--- src/rtl/prism_aux_pkg.sv ---
// Shared register map, bit positions and helpers for the PRISM auxiliary unit
// (countdown counters, variable-length shifter, sticky event flags).
package prism_aux_pkg;

  // TinyQV data_write_n encodings; only full-word writes reach registers.
  typedef enum logic [1:0] {
    BUS_WR_BYTE = 2'b00,
    BUS_WR_HALF = 2'b01,
    BUS_WR_WORD = 2'b10,
    BUS_WR_IDLE = 2'b11
  } bus_wr_e;

  localparam logic [5:0] ADDR_CTRL       = 6'h00;
  localparam logic [5:0] ADDR_STATUS     = 6'h04;
  localparam logic [5:0] ADDR_SHIFT_DATA = 6'h08;
  localparam logic [5:0] ADDR_SHIFT_LEN  = 6'h0C;

  localparam int ADDR_CNT_BASE = 'h10;
  localparam int CNT_STRIDE    = 8;
  localparam int PRELOAD_OFS   = 0;
  localparam int COUNT_OFS     = 4;

  localparam int CTRL_SHIFT_DIR      = 0;
  localparam int CTRL_AUTORELOAD_LSB = 8;
  localparam int CTRL_ZERO_IE_LSB    = 16;
  localparam int CTRL_DONE_IE        = 24;

  localparam int STAT_ZERO_LSB = 0;
  localparam int STAT_DONE     = 8;

  function automatic logic [5:0] cnt_addr(input int ch, input int ofs);
    return 6'(ADDR_CNT_BASE + ch * CNT_STRIDE + ofs);
  endfunction

  // A programmed length of 0, or one wider than the register, means full width.
  function automatic logic [5:0] eff_len(input logic [5:0] len, input int width);
    if (len == 6'd0 || int'(len) > width) return 6'(width);
    return len;
  endfunction

endpackage

--- src/rtl/prism_aux_counter.sv ---
// One countdown channel: preload and count registers, load/decrement with
// optional autoreload, and a single-cycle zero event on the 1 -> 0/reload step.
module prism_aux_counter
  import prism_aux_pkg::*;
#(
  parameter int CNT_W = 24
) (
  input  logic             clk,
  input  logic             rst_n,
  input  logic             exec,
  input  logic             load,
  input  logic             dec,
  input  logic             autoreload,
  input  logic             preload_we,
  input  logic             count_we,
  input  logic [CNT_W-1:0] wdata,
  output logic [CNT_W-1:0] preload,
  output logic [CNT_W-1:0] count,
  output logic             zero,
  output logic             zero_event
);

  logic dec_active;

  // A bus write to COUNT pre-empts the FSM strobes, including the event.
  assign dec_active = exec && !load && dec && !count_we;
  assign zero_event = dec_active && (count == CNT_W'(1));
  assign zero       = (count == '0);

  // NOTE: registers use non-blocking assignment so every channel samples the
  // same pre-edge values; blocking here would create order-dependent races.
  always_ff @(posedge clk) begin
    if (!rst_n) begin
      preload <= '0;
      count   <= '0;
    end else begin
      if (preload_we) preload <= wdata;

      if (count_we) begin
        count <= wdata;
      end else if (exec && load) begin
        count <= preload;
      end else if (dec_active) begin
        if (count > CNT_W'(1)) begin
          count <= count - CNT_W'(1);
        end else if (count == CNT_W'(1)) begin
          count <= autoreload ? preload : '0;
        end
      end
    end
  end

endmodule

--- src/rtl/tqvp_prism_aux.sv ---
// PRISM auxiliary unit: CHANNELS countdown counters, a bidirectional shifter
// of programmable length and sticky interrupt flags on the TinyQV bus.
// Optional feature macro: PRISM_AUX_AUTORELOAD_EN (per-channel autoreload).
module tqvp_prism_aux
  import prism_aux_pkg::*;
#(
  parameter int CHANNELS = 2,
  parameter int CNT_W    = 24,
  parameter int SHIFT_W  = 8
) (
  input  logic                clk,
  input  logic                rst_n,
  input  logic [5:0]          address,
  input  logic [31:0]         data_in,
  input  logic [1:0]          data_write_n,
  input  logic [1:0]          data_read_n,
  output logic [31:0]         data_out,
  output logic                data_ready,
  output logic                user_interrupt,
  input  logic                exec,
  input  logic [CHANNELS-1:0] cnt_load,
  input  logic [CHANNELS-1:0] cnt_dec,
  input  logic                shift_en,
  input  logic                shift_in,
  output logic [CHANNELS-1:0] cnt_zero,
  output logic                shift_out,
  output logic                shift_done
);

  // Reads have no side effects, and not every data_in bit maps to a register.
  logic unused_ok;
  assign unused_ok  = &{1'b0, data_read_n, data_in};
  assign data_ready = 1'b1;

  logic wr_en, ctrl_we, status_we, sdata_we, slen_we;
  logic [CHANNELS-1:0] preload_we, count_we;

  assign wr_en     = (bus_wr_e'(data_write_n) == BUS_WR_WORD);
  assign ctrl_we   = wr_en && (address == ADDR_CTRL);
  assign status_we = wr_en && (address == ADDR_STATUS);
  assign sdata_we  = wr_en && (address == ADDR_SHIFT_DATA);
  assign slen_we   = wr_en && (address == ADDR_SHIFT_LEN);

  // NOTE: every combinational output gets a default before the loop so no
  // path leaves it unassigned, which would otherwise infer a latch.
  always_comb begin
    preload_we = '0;
    count_we   = '0;
    for (int ch = 0; ch < CHANNELS; ch++) begin
      preload_we[ch] = wr_en && (address == cnt_addr(ch, PRELOAD_OFS));
      count_we[ch]   = wr_en && (address == cnt_addr(ch, COUNT_OFS));
    end
  end

  logic                ctrl_dir, ctrl_done_ie;
  logic [CHANNELS-1:0] ctrl_zero_ie, ctrl_autoreload;

  always_ff @(posedge clk) begin
    if (!rst_n) begin
      ctrl_dir     <= 1'b0;
      ctrl_zero_ie <= '0;
      ctrl_done_ie <= 1'b0;
    end else if (ctrl_we) begin
      ctrl_dir     <= data_in[CTRL_SHIFT_DIR];
      ctrl_zero_ie <= data_in[CTRL_ZERO_IE_LSB +: CHANNELS];
      ctrl_done_ie <= data_in[CTRL_DONE_IE];
    end
  end

`ifdef PRISM_AUX_AUTORELOAD_EN
  always_ff @(posedge clk) begin
    if (!rst_n) begin
      ctrl_autoreload <= '0;
    end else if (ctrl_we) begin
      ctrl_autoreload <= data_in[CTRL_AUTORELOAD_LSB +: CHANNELS];
    end
  end
`else
  assign ctrl_autoreload = '0;
`endif

  logic [CNT_W-1:0]    preload_q [CHANNELS];
  logic [CNT_W-1:0]    count_q   [CHANNELS];
  logic [CHANNELS-1:0] zero_event;

  for (genvar ch = 0; ch < CHANNELS; ch++) begin : g_cnt
    prism_aux_counter #(.CNT_W(CNT_W)) u_cnt (
      .clk        (clk),
      .rst_n      (rst_n),
      .exec       (exec),
      .load       (cnt_load[ch]),
      .dec        (cnt_dec[ch]),
      .autoreload (ctrl_autoreload[ch]),
      .preload_we (preload_we[ch]),
      .count_we   (count_we[ch]),
      .wdata      (data_in[CNT_W-1:0]),
      .preload    (preload_q[ch]),
      .count      (count_q[ch]),
      .zero       (cnt_zero[ch]),
      .zero_event (zero_event[ch])
    );
  end

  logic [5:0]         shift_len, shift_l, new_l, bit_cnt, bit_next;
  logic [SHIFT_W-1:0] sr, l_mask, new_mask, msb_bit, sr_shifted;
  logic               shift_fire, frame_end, done_event;

  assign shift_l  = eff_len(shift_len, SHIFT_W);
  assign new_l    = eff_len(data_in[5:0], SHIFT_W);
  assign l_mask   = ~({SHIFT_W{1'b1}} << shift_l);
  assign new_mask = ~({SHIFT_W{1'b1}} << new_l);
  assign msb_bit  = l_mask ^ (l_mask >> 1);

  // Active bits sit in sr[L-1:0]; the rest stay zero so both directions
  // only need the L mask and the one-hot of bit L-1.
  assign sr_shifted = ctrl_dir ? ((sr >> 1) | (shift_in ? msb_bit : '0))
                               : (((sr << 1) | SHIFT_W'(shift_in)) & l_mask);

  assign shift_fire = exec && shift_en && !sdata_we && !slen_we;
  assign bit_next   = bit_cnt + 6'd1;
  assign frame_end  = (bit_next == shift_l);
  assign done_event = shift_fire && frame_end;
  assign shift_out  = ctrl_dir ? sr[0] : |(sr & msb_bit);

  always_ff @(posedge clk) begin
    if (!rst_n) begin
      sr         <= '0;
      shift_len  <= '0;
      bit_cnt    <= '0;
      shift_done <= 1'b0;
    end else if (sdata_we) begin
      sr         <= data_in[SHIFT_W-1:0] & l_mask;
      bit_cnt    <= '0;
      shift_done <= 1'b0;
    end else if (slen_we) begin
      shift_len <= data_in[5:0];
      sr        <= sr & new_mask;
      bit_cnt   <= '0;
    end else if (shift_fire) begin
      sr         <= sr_shifted;
      bit_cnt    <= frame_end ? 6'd0 : bit_next;
      shift_done <= frame_end;
    end
  end

  logic [CHANNELS-1:0] zero_flag, zero_clr;
  logic                done_flag, done_clr;

  assign zero_clr = status_we ? data_in[STAT_ZERO_LSB +: CHANNELS] : '0;
  assign done_clr = status_we && data_in[STAT_DONE];

  // A new event wins over a same-cycle write-1-to-clear.
  always_ff @(posedge clk) begin
    if (!rst_n) begin
      zero_flag <= '0;
      done_flag <= 1'b0;
    end else begin
      zero_flag <= (zero_flag & ~zero_clr) | zero_event;
      done_flag <= (done_flag & ~done_clr) | done_event;
    end
  end

  assign user_interrupt = (|(zero_flag & ctrl_zero_ie)) | (done_flag & ctrl_done_ie);

  always_comb begin
    data_out = '0;
    case (address)
      ADDR_CTRL: begin
        data_out[CTRL_SHIFT_DIR]                    = ctrl_dir;
        data_out[CTRL_AUTORELOAD_LSB +: CHANNELS]   = ctrl_autoreload;
        data_out[CTRL_ZERO_IE_LSB +: CHANNELS]      = ctrl_zero_ie;
        data_out[CTRL_DONE_IE]                      = ctrl_done_ie;
      end
      ADDR_STATUS: begin
        data_out[STAT_ZERO_LSB +: CHANNELS] = zero_flag;
        data_out[STAT_DONE]                 = done_flag;
      end
      ADDR_SHIFT_DATA: data_out[SHIFT_W-1:0] = sr;
      ADDR_SHIFT_LEN:  data_out[5:0]         = shift_len;
      default: begin
        for (int ch = 0; ch < CHANNELS; ch++) begin
          if (address == cnt_addr(ch, PRELOAD_OFS)) data_out[CNT_W-1:0] = preload_q[ch];
          if (address == cnt_addr(ch, COUNT_OFS))   data_out[CNT_W-1:0] = count_q[ch];
        end
      end
    endcase
  end

endmodule

--- config.mk ---
export PLATFORM = sky130hd
export DESIGN_NAME = tqvp_prism_aux
export DESIGN_NICKNAME = d
export VERILOG_FILES = /design/src/rtl/prism_aux_pkg.sv /design/src/rtl/prism_aux_counter.sv /design/src/rtl/tqvp_prism_aux.sv
export SDC_FILE = /design/constraint.sdc
export NUM_CORES = 1
export LEC_CHECK = 0
export CORE_MARGIN = 2
export CORE_UTILIZATION = 45
export DETAILED_ROUTE_END_ITERATION = 16
export PLACE_DENSITY = 0.67
export SYNTH_ARGS = -nofsm -noshare
export SYNTH_HDL_FRONTEND = slang
export SYNTH_SLANG_ARGS = --single-unit
--- constraint.sdc ---
create_clock -name clk -period 4.6 [get_ports clk]
set_input_delay 1.15 -clock clk [delete_from_list [all_inputs] [get_ports clk]]
set_output_delay 1.15 -clock clk [all_outputs]
set_load 0.01 [all_outputs]
# [Word-level counts from Yosys, hierarchy flattened]
# Index checks and enable logic that the tools add are counted.
[op_classes] n_eq_ne=11 n_mux=38 n_lt_le_gt_ge=4 div=0 addsub=3 bitwise_logic=21 n_mul=0 shift=2 n_reduce_logical=54
[ops] op="$mux W24" n=14
[ops] op="$eq A24 B1 Y1 const B" n=2
[ops] op="$gt A24 B1 Y1 const B" n=2
[ops] op="$logic_not A24 Y1" n=2
[ops] op="$sub A24 B1 Y24 const B" n=2
[ops] op="$mux W6" n=7
[ops] op="$mux W8" n=5
[ops] op="$and A8 B8 Y8" n=4
[ops] op="$eq A6 B5 Y1 const B" n=4
[ops] op="$logic_and A1 B1 Y1" n=23
[ops] op="$logic_not A6 Y1" n=3
[ops] op="$not A8 Y8" n=2
[ops] op="$shl A8 B6 Y8 const A" n=2
[ops] op="$eq A6 B4 Y1 const B" n=2
[ops] op="$gt A6 B4 Y1 const B" n=2
[ops] op="$pmux W4 S3" n=1
[ops] op="$reduce_or A3 Y1" n=4
[ops] op="$reduce_bool A3 Y1" n=3
[ops] op="$or A7 B8 Y8" n=1
[ops] op="$or A8 B1 Y8" n=1
[ops] op="$pmux W1 S4" n=2
[ops] op="$pmux W2 S2" n=2
[ops] op="$reduce_and A2 Y1" n=4
[ops] op="$reduce_bool A4 Y1" n=2
[ops] op="19 further kinds" n=37
[totals] out_inout_bits=38 mem_bits_ro=0 mem_bits_rw=0 memories=0 register_bits=124 latchBits=0

# [Depth between registers and ports, before layout]
# Gate-level depths: netlist of run 1.
[depth] depth_word=13 ltp_mapped=10 depth_no_buf=8

# [Cells and area by module]
# A second synthesis of run 1 with hierarchy kept.
[hier_totals] hier_cells=1032 hier_area_um2=8528.2
[by_module_without_submodules] module="prism_aux_counter" area_each_um2=2911.5 seq_area_each_um2=960.9 cells_per_inst=328 instances=2
[by_module_without_submodules] module="tqvp_prism_aux" area_each_um2=2705.1 seq_area_each_um2=560.5 cells_per_inst=376 instances=1

# [Worst setup path after synthesis of run 1]
# No wires, ideal clock.
[synth_path] kind="in2out" from="in address[2]" to="out data_out[1]" n_path_buf=3 arrival_time_ns=2.777 cell_stages=7 setup_slack_ns=0.673 required_time_ns=3.450 cell_sequence="buf_2 nor4bb_1 and2_0 clkbuf_1 clkbuf_1 a222oi_1 o211ai_1"
[synth_between] elab_chain_len=6 word_cells_on_any_way=13
[synth_rtl] item="start, declared" line="tqvp_prism_aux.sv:13" rtl="input logic [5:0] address,"
[synth_rtl] item="$eq A6 B5 Y1" line="tqvp_prism_aux.sv:182" rtl="if (address == cnt_addr(ch, PRELOAD_OFS)) data_out[CNT_W-1:0] = preload_q[ch];"
[synth_rtl] item="$mux W24" line="tqvp_prism_aux.sv:182"
[synth_rtl] item="$mux W24" line="tqvp_prism_aux.sv:183" rtl="if (address == cnt_addr(ch, COUNT_OFS)) data_out[CNT_W-1:0] = count_q[ch];"
[synth_rtl] item="$mux W24" line="tqvp_prism_aux.sv:182"
[synth_rtl] item="$mux W24" line="tqvp_prism_aux.sv:183"
[synth_rtl] item="$pmux W1 S4 (*)" line="tqvp_prism_aux.sv:167" rtl="case (address)"
[synth_rtl] item="end, declared" line="tqvp_prism_aux.sv:17" rtl="output logic [31:0] data_out,"
# Mark *: on every way between the ends. The rest lies on a longest branch, timed or not.

# [Final worst setup path of run 1]
[layout_path] from="in address[1]" to="out data_out[8]"
[layout_between] elab_chain_len=6 word_cells_on_any_way=14
[layout_rtl] item="$eq A6 B5 Y1" line="tqvp_prism_aux.sv:182"
[layout_rtl] item="$mux W24" line="tqvp_prism_aux.sv:182"
[layout_rtl] item="$mux W24" line="tqvp_prism_aux.sv:183"
[layout_rtl] item="$mux W24" line="tqvp_prism_aux.sv:182"
[layout_rtl] item="$mux W24" line="tqvp_prism_aux.sv:183"
[layout_rtl] item="$pmux W1 S2 (*)" line="tqvp_prism_aux.sv:167"
# Marked as above.

==> impl.org, run 1 <==
** Yosys
- Flop and latch count out of synthesis :: 124
- Sequential cells were found to cover 31.6% of the synthesized design area.
- After technology mapping, the gate count stands at 1,056.
- Synth top area cells :: sky130_fd_sc_hd__dfxtp_1 (32%), sky130_fd_sc_hd__nand2_1 (9.7%), sky130_fd_sc_hd__a21oi_1 (7.7%)
- Average footprint of a synthesized cell :: 7.44 µm²
- Ys flop type :: sky130_fd_sc_hd__dfxtp_1
- The Yosys step of the flow raised 0 warnings.
- Of all cell types, the one taking the most synthesized area is sky130_fd_sc_hd__dfxtp_1.
- Most instantiated library cell after synthesis :: sky130_fd_sc_hd__nand2_1
- After synthesis, the largest area contributor takes up 31.6% of total cell area.
- Async set or reset register ratio after synthesis :: 0%
- Counting flops with a built-in enable in the synthesized netlist gives 0.
- Summing every instance area after synthesis gives 7860 µm².
- Ranking of synthesized cells by instance count :: sky130_fd_sc_hd__nand2_1 (204), sky130_fd_sc_hd__dfxtp_1 (124), sky130_fd_sc_hd__a21oi_1 (121)
- Number of distinct library cells after synthesis :: 75

** Power
- For this design the static power due to leakage is 3.51 nW.
- Part of the total power dissipated in combinational logic :: 21.8%
- Internal power :: 2.38 mW
- The analysis attributes to net switching a power of 1.08 mW.
- Net switching is 31.3% of the power.
- Across the VDD grid, the largest voltage drop is 0.000287 V.
- The clock network is responsible for 42.3% of the overall power.
- The share of total power dissipated in sequential elements is 35.9%.
- Dividing total power by cell area gives a power density of 366 nW/µm².

** Worst hold path
- Hold Path Class :: flop to flop
- Min-Delay Startpoint :: g_cnt[1].u_cnt.preload[21]$_SDFFE_PN0P_

** GRT
- The first global-routing pass estimated 44,000 µm of wire.
- The number of global-route vias before repair is 7,734.
- Entering global routing, the biggest net connects 60 pins.
- Initial antenna violation count :: 0
- Global router's overall resource usage :: 30.8%
- Total gr overflow :: 0

** Routing
- Routed Wire Length :: 28,600 µm
- Pre-antenna DRT Iters :: 8
- Initial detailed-routing violation count :: 1,385
- Detailed routing inserted a total of 8,687 vias.
- Dividing the detail-routed wire length by the instance count gives 21.3 µm.
- Met2 routed WL :: 12,300 µm
- Routed length on met1 :: 12,600 µm
- Highest layer used for signal routing :: met4
- After detailed routing, the met3 layer carries 2970 µm of wire.
- Post-detailed-route DRC marker count :: 0
- Via-per-instance ratio :: 6.49
- In this run the remaining antenna-violating nets after routing total 0.

** Clock tree
- Clock tree synthesis found a total of 124 sinks.
- In this run the clock root is driven by a sky130_fd_sc_hd__clkbuf_16.
- TritonCTS built the clock tree.
- The number of setup buffers added after CTS is 0.
- Clock latency on the worst-skew pair, taken at its later pin, is 0.43 ns.
- The H-tree was split into 4 levels.
- Maximum clock path buffer count :: 2
- Clock slew seen by the registers of the worst setup and hold paths :: 0.06 ns
- Num CTS Buffers :: 17

** Final layout
- 0 antenna diodes ended up in the layout.
- Of the cells placed in the final design, the portion with a size suffix greater than 1 is 10.1%.
- After the last flow step, the layout net total stands at 1,157.
- Cells fill 55.0% of the core in the end.
- The area growth from synthesis to layout is 20.3%.

** Flow run
- Reported max-cap violation count :: 0

** Die
- The die is 136 µm tall.
- I/O Pins :: 89
- Area of the die :: 18,500 µm²
- Area of the core region :: 17,200 µm²
- Effective utilization at floorplan :: 45.8%
- Placement Rows :: 48
- The die is 136 µm wide.

** Critical path
- Path type of the worst setup path :: input pin to output port
- Among the stages of the critical path, the cell type that occurs most often is sky130_fd_sc_hd__clkdlybuf4s50_1.
- The critical path starts at address[1].
- Slowest library cell on the worst path :: sky130_fd_sc_hd__or4b_4
- Crit path launch type :: input pin
- Crit path DAT :: 3.42 ns
- The critical path goes through clkdlybuf4s50_1 > or4b_4 > buf_4 > nor3_1 > a221oi_1 > nand2_1 > clkdlybuf4s50_1.
- CP max stage delay :: 0.57 ns
- Source of the worst register-to-register timing path :: g_cnt[1].u_cnt.count[0]$_SDFFE_PN0P_
- Maximum fanout along the worst path :: 5
- STA puts the critical path data required time at 3.45 ns.
- The worst setup path is captured at an output port.

** STA
- Final setup margin :: 0.0289 ns
- For the pin with the worst max-slew slack, the measured transition is 1.01 ns.
- Final worst path period need :: 4.57 ns
- Normalized max-slew margin :: 32.4%
- Achievable Freq :: 219 MHz
- Setup repair after global routing missed its margin :: no
- The count of pins over their slew limit came to 0.
- Setup violations remaining at the end of the flow were counted as 0.
- The final critical path takes up 99.4% of the cycle.
- Fin Clk Skew :: 0.00887 ns
- On the final layout, the worst hold slack is 0.479 ns.
- Hold Vio Cnt, Final :: 0

** Place
- DP Wirelength :: 19,900 µm
- # port buffers :: 71
- Timing analysis after detailed placement gives a worst setup slack of -0.0573 ns.
- Weighted congestion at the end of routability-driven global placement :: 0.965

** Run status
- Status :: complete, no violations
[stage by stage]
stage          cell area, µm²  setup TNS (ns)  instances  power (mW)
2_1_floorplan            7880               0       1062        1.78
3_3_place_gp             8790          -0.194       1307        1.99
3_5_place_dp             8790          -0.424       1307        2.00
4_1_cts                  9410               0       1339        3.45
5_1_grt                  9450               0       1339        3.60
6_report                 9450               0       1339        3.46
[critical path: cells and delay by family]
kind	cells	cell delay (ns)
compound gates	1	0.09
buf+inv	3	1.18
simple gates	3	1.01
[routing by layer]
metal,vias to the layer above,track usage [%]
met4,0,10.8
met2,505,44.6
met3,74,6.11
met5,-,0
met1,4097,45.0
li1,4011,-
[cell usage in the layout (no fill, tap or decap), types with 7 or more instances in the layout]
master / n
sky130_fd_sc_hd__a211oi_1: 7
sky130_fd_sc_hd__a21oi_1: 121
sky130_fd_sc_hd__a221oi_1: 11
sky130_fd_sc_hd__a222oi_1: 25
sky130_fd_sc_hd__a22oi_1: 25
sky130_fd_sc_hd__a31oi_1: 11
sky130_fd_sc_hd__a32oi_1: 7
sky130_fd_sc_hd__buf_4: 41
sky130_fd_sc_hd__clkbuf_16: 17
sky130_fd_sc_hd__clkdlybuf4s50_1: 60
sky130_fd_sc_hd__conb_1: 8
sky130_fd_sc_hd__dfxtp_1: 124
sky130_fd_sc_hd__inv_1: 12
sky130_fd_sc_hd__mux2i_1: 11
sky130_fd_sc_hd__nand2_1: 204
sky130_fd_sc_hd__nand3_1: 36
sky130_fd_sc_hd__nand4_1: 7
sky130_fd_sc_hd__nor2_1: 62
sky130_fd_sc_hd__nor2b_1: 7
sky130_fd_sc_hd__nor3_1: 28
sky130_fd_sc_hd__nor4_1: 16
sky130_fd_sc_hd__o211ai_1: 12
sky130_fd_sc_hd__o21ai_0: 40
sky130_fd_sc_hd__o221ai_1: 23
sky130_fd_sc_hd__o22ai_1: 8
sky130_fd_sc_hd__o31ai_1: 9
sky130_fd_sc_hd__or4_1: 13
sky130_fd_sc_hd__xnor2_1: 26
sky130_fd_sc_hd__xor2_1: 13
[cells by family after synthesis]
family / count (synthesis) / share of synthesized area, %
AOI/OAI and AO/OA: 331 / 28.6
buffers and inverters: 109 / 6.59
muxes: 12 / 1.69
adders and majority gates: 5 / 0.796
DFF: 124 / 31.6
and+or+nand+nor: 434 / 26.3
xor gates and xnor gates: 39 / 4.35
other: 2 / 0.0956
[cell type report]
cell class	count	area, µm²
tap	225	282
multi-input combinational	829	4910
inverter	13	48.8
clock inverter	13	190
clock buffer	19	443
timing repair buffer	116	1090
fill	1669	7730
sequential	124	2480
[final timing paths]
path | end | slack [ns] | cells after the start
setup / recovery | data_out[8] | 0.03 | 7
hold / removal | g_cnt[1].u_cnt.preload[21]$_SDFFE_PN0P_ | 0.48 | 2
setup reg to reg | g_cnt[1].u_cnt.count[1]$_SDFFE_PN0P_ | 1.47 | 8
hold reg to reg | g_cnt[1].u_cnt.preload[21]$_SDFFE_PN0P_ | 0.48 | 2
[sequential cells by signal, summed over array words and instances (netlist names)]
name / cells
shift_done: 1
done_flag: 1
sr: 8
ctrl_zero_ie: 2
g_cnt.u_cnt.count: 48
zero_flag: 2
ctrl_done_ie: 1
bit_cnt: 6
g_cnt.u_cnt.preload: 48
shift_len: 6
ctrl_dir: 1
[power by group through the flow]
stage	clock, mW	combinational, mW	sequential [mW]
floorplan	0	0.576	1.20
global placement	0	0.738	1.26
detailed placement	0	0.740	1.26
CTS	1.47	0.746	1.24
global route	1.52	0.830	1.25
finish	1.46	0.755	1.24
[timing repair]
item                                   4_1_cts  5_1_grt
hold buffers                                 0        0
setup endpoints to repair                   17       20
endpoints found under the hold margin        0        0
pin swaps                                    0        1
gates resized for setup                      5       13
No activity file was read; power rests on OpenSTA's default activity.
==> inputs of run 2 (changes only) <==
- CELL_PAD_IN_SITES_DETAIL_PLACEMENT: not set -> 0
- CELL_PAD_IN_SITES_GLOBAL_PLACEMENT: not set -> 1
- PLACE_DENSITY: 0.67 -> 0.87
==> run 2 against run 1 <==
  * Register-to-register slack better by 0.18 ns
  * Clock power down 5%
  * Die area unchanged
  * Power down 2.1%
  * Largest cell class unchanged
  * Critical path depth up 2
  * Sequential cell count unchanged
  * Clock-buffer cell count up 5
==> impl.org, run 2 (synthesized netlist as in run 1, its figures left out) <==
** Die
- The starting utilization of the core area came to 45.8% (unchanged).
- The total I/O pin count was 89 (unchanged).
- Area of the die :: 18,500 µm² (unchanged)
- Chip Width :: 136 µm (unchanged)
- The number of cell rows was 48 (unchanged).
- DIE HEIGHT :: 136 µm (unchanged)
- Area of the core region :: 17,200 µm² (unchanged)

** Clock tree
- The number of buffers inserted during clock tree synthesis was 17 (unchanged).
- The maximum level of the CTS H-tree is 4 (unchanged).
- Clock slew seen by the registers of the worst setup and hold paths :: 0.05 ns (about the same)
- Clock tree synthesis selected as its root buffer the cell sky130_fd_sc_hd__clkbuf_16.
- TritonCTS Sinks :: 124 (unchanged)
- Hold-fix buffers, CTS :: 0 (unchanged)
- TritonCTS clock tree :: done
- The deepest clock path buffer count is 2 (unchanged).
- Clk_lat worst skew :: 0.42 ns (about the same)

** Final layout
- The antenna diode instance count came to 0 (unchanged).
- Number of filler instances in the final layout :: 1,688 (+1.1%)
- Leaving out fill and tap cells, the most frequent cell in the layout is sky130_fd_sc_hd__nand2_1.
- Area growth from synthesis to layout :: 20.0%
- Leading cell types in the layout, fill and taps excluded :: sky130_fd_sc_hd__nand2_1 (204), sky130_fd_sc_hd__dfxtp_1 (124), sky130_fd_sc_hd__a21oi_1 (121), sky130_fd_sc_hd__clkdlybuf4s50_1 (63), sky130_fd_sc_hd__nor2_1 (61)
- The largest registers in the layout are g_cnt.u_cnt.count: 48 flops, g_cnt.u_cnt.preload: 48 flops, sr: 8 flops.
- Total number of nets in the final design :: 1,159 (+0.17%)
- Fraction of layout cells with a size suffix above 1 :: 9.96% (-0.19 points)

** Power
- The net load switching power came to 1.04 mW (-3.8%).
- Lkg Pwr :: 3.45 nW (-1.6%)
- Switching power as a share of total power :: 30.8% (-0.54 points)
- The power share of the clock group is 40.7% (-1.6 points).
- Worst ir drop on vdd :: 0.000281 V (-2.3%)
- Sequential fraction of design power :: 36.5% (+0.6 points)
- Internal power :: 2.35 mW (-1.4%)
- Part of the total power dissipated in combinational logic :: 22.8% (+1.0 points)
- The ratio of total power to cell area came to 359 nW/µm² (-2.0%).

** STA
- The pin slew with the least headroom to its limit came to 1.04 ns (+0.0308 ns).
- Fin Clk Skew :: 0.0120 ns (+0.00308 ns)
- The final critical delay including setup and external delays was 4.53 ns (-0.0421 ns).
- Hold slack :: 0.475 ns (-0.00400 ns)
- Achievable Freq :: 221 MHz (+0.93%)
- The number of setup violations in the final report was 0 (unchanged).
- The final critical-path setup slack was 0.0710 ns (+0.0421 ns).
- Final cycle utilization of the critical path :: 98.5% (-0.92 points)
- Normalized max-slew margin :: 30.2% (-2.2 points)
- The final setup TNS came to 0 ns (unchanged).
- The count of pins over their slew limit came to 0 (unchanged).
- Hold Vio Cnt, Final :: 0 (unchanged)

** Run status
- The flow ran to the end, and the final reports show no timing, DRC or antenna violations.

** Routing
- Via total after detailed routing :: 8,635 (-0.60%)
- Pre-antenna DRT Iters :: 5 (-3)
- The post-detailed-routing wire length was 28,700 µm (+0.58%).
- Post-detailed-route DRC marker count :: 0 (unchanged)
- The initial DRC count came to 1,044 (-25%).
- The number of vias per cell came to 6.44 (-0.67%).
- Antenna Nets Post-Route :: 0 (unchanged)
- Mean routed wirelength per cell :: 21.4 µm (+0.51%)

** GRT
- The global-route usage over all layers is 31.4% (+0.57 points).
- Total gr overflow :: 0 (unchanged)
- The number of global-route vias before repair was 7,788 (+0.70%).
- Initial antenna violation count :: 0 (unchanged)
- The pin count of the biggest net entering global routing is 77 (+28%).
- The first-pass GRT wire length was 44,800 µm (+1.8%).

** Critical path
- Crit path launch type :: input pin
- Reg2reg path depth :: 8 (unchanged)
- Crit path DAT :: 3.38 ns (-0.04 ns)
- The maximum fanout along the worst path is 12 (+7).
- The critical path required time was 3.45 ns (about the same).
- The critical path is of the input pin to output port type.
- STA classifies the critical path endpoint as an output port.

** Place
- The final weighted congestion in routability-driven placement was 0.963 (-0.30%).
- The number of port buffers was 71 (unchanged).
- The placement-stage worst setup slack is -0.0420 ns (+0.0154 ns).
- The half-perimeter wire length of the detailed placement result came to 20,100 µm (+0.88%).

** Flow run
- Reported max-cap violation count :: 0 (unchanged)

** Worst hold path
- Hold Path Class :: flop to flop
- Number of cells on the worst hold path :: 2 (unchanged)
-- run 2: power by group through the flow --
stage / Sequential [mW] / Combinational [mW] / Clock, mW
after global placement: 1.25 / 0.748 / 0
after global routing: 1.24 / 0.854 / 1.44
final: 1.24 / 0.772 / 1.38
after floorplan: 1.20 / 0.576 / 0
after CTS: 1.23 / 0.758 / 1.39
after detailed placement: 1.25 / 0.753 / 0
-- run 2: critical path, stage by stage --
cell                              delay (ns)
sky130_fd_sc_hd__clkdlybuf4s50_1        0.47
sky130_fd_sc_hd__nor4bb_4               0.19
sky130_fd_sc_hd__buf_4                  0.15
sky130_fd_sc_hd__and2_0                 0.15
sky130_fd_sc_hd__buf_6                  0.15
sky130_fd_sc_hd__buf_4                  0.16
sky130_fd_sc_hd__a222oi_1               0.37
sky130_fd_sc_hd__nand2_1                0.09
sky130_fd_sc_hd__clkdlybuf4s50_1        0.48
-- run 2: path summary, 6_finish.rpt --
| check | start | end | slack, ns |
|---|---|---|---|
| hold reg to reg | g_cnt[0].u_cnt.preload[5]$_SDFFE_PN0P_ | g_cnt[0].u_cnt.preload[5]$_SDFFE_PN0P_ | 0.47 |
| hold / removal | g_cnt[0].u_cnt.preload[5]$_SDFFE_PN0P_ | g_cnt[0].u_cnt.preload[5]$_SDFFE_PN0P_ | 0.47 |
| setup reg to reg | g_cnt[1].u_cnt.count[0]$_SDFFE_PN0P_ | g_cnt[1].u_cnt.count[22]$_SDFFE_PN0P_ | 1.65 |
| setup / recovery | address[3] | data_out[10] | 0.07 |
-- run 2: stage by stage --
step,util (%),total power [mW],cell area (µm²),instances
3_5_place_dp,51.2,2.01,8790,1307
3_3_place_gp,51.2,2.00,8790,1307
4_1_cts,54.6,3.38,9380,1338
2_1_floorplan,-,1.78,7880,1062
5_1_grt,54.9,3.53,9430,1340
6_report,54.9,3.39,9430,1340
-- run 2: routing by layer --
metal / global-route usage (%) / part of all wire [%] / vias to the layer above
met5: 0 / 0 / -
met4: 11.1 / 3.2 / 0
met3: 5.93 / 8.9 / 68
met2: 49.0 / 45 / 463
met1: 43.1 / 43 / 4103
li1: - / - / 4001
-- run 2: cell type report --
cell class / instances / area, µm² / share of cell area (%)
sequential: 124 / 2480 / 26.3
multi-input combinational: 829 / 4930 / 52.2
timing repair buffer: 118 / 1100 / 11.6
clock buffer: 24 / 482 / 5.11
tap: 225 / 282 / 2.98
inverter: 13 / 48.8 / 0.517
clock inverter: 7 / 113 / 1.19
-- run 2: repair_timing --
action | in CTS | in global routing
resized for setup | 5 | 10
setup endpoints to repair | 4 | 16
setup buffers | 0 | 2
gates cloned | 0 | 0
pin swaps | 0 | 1
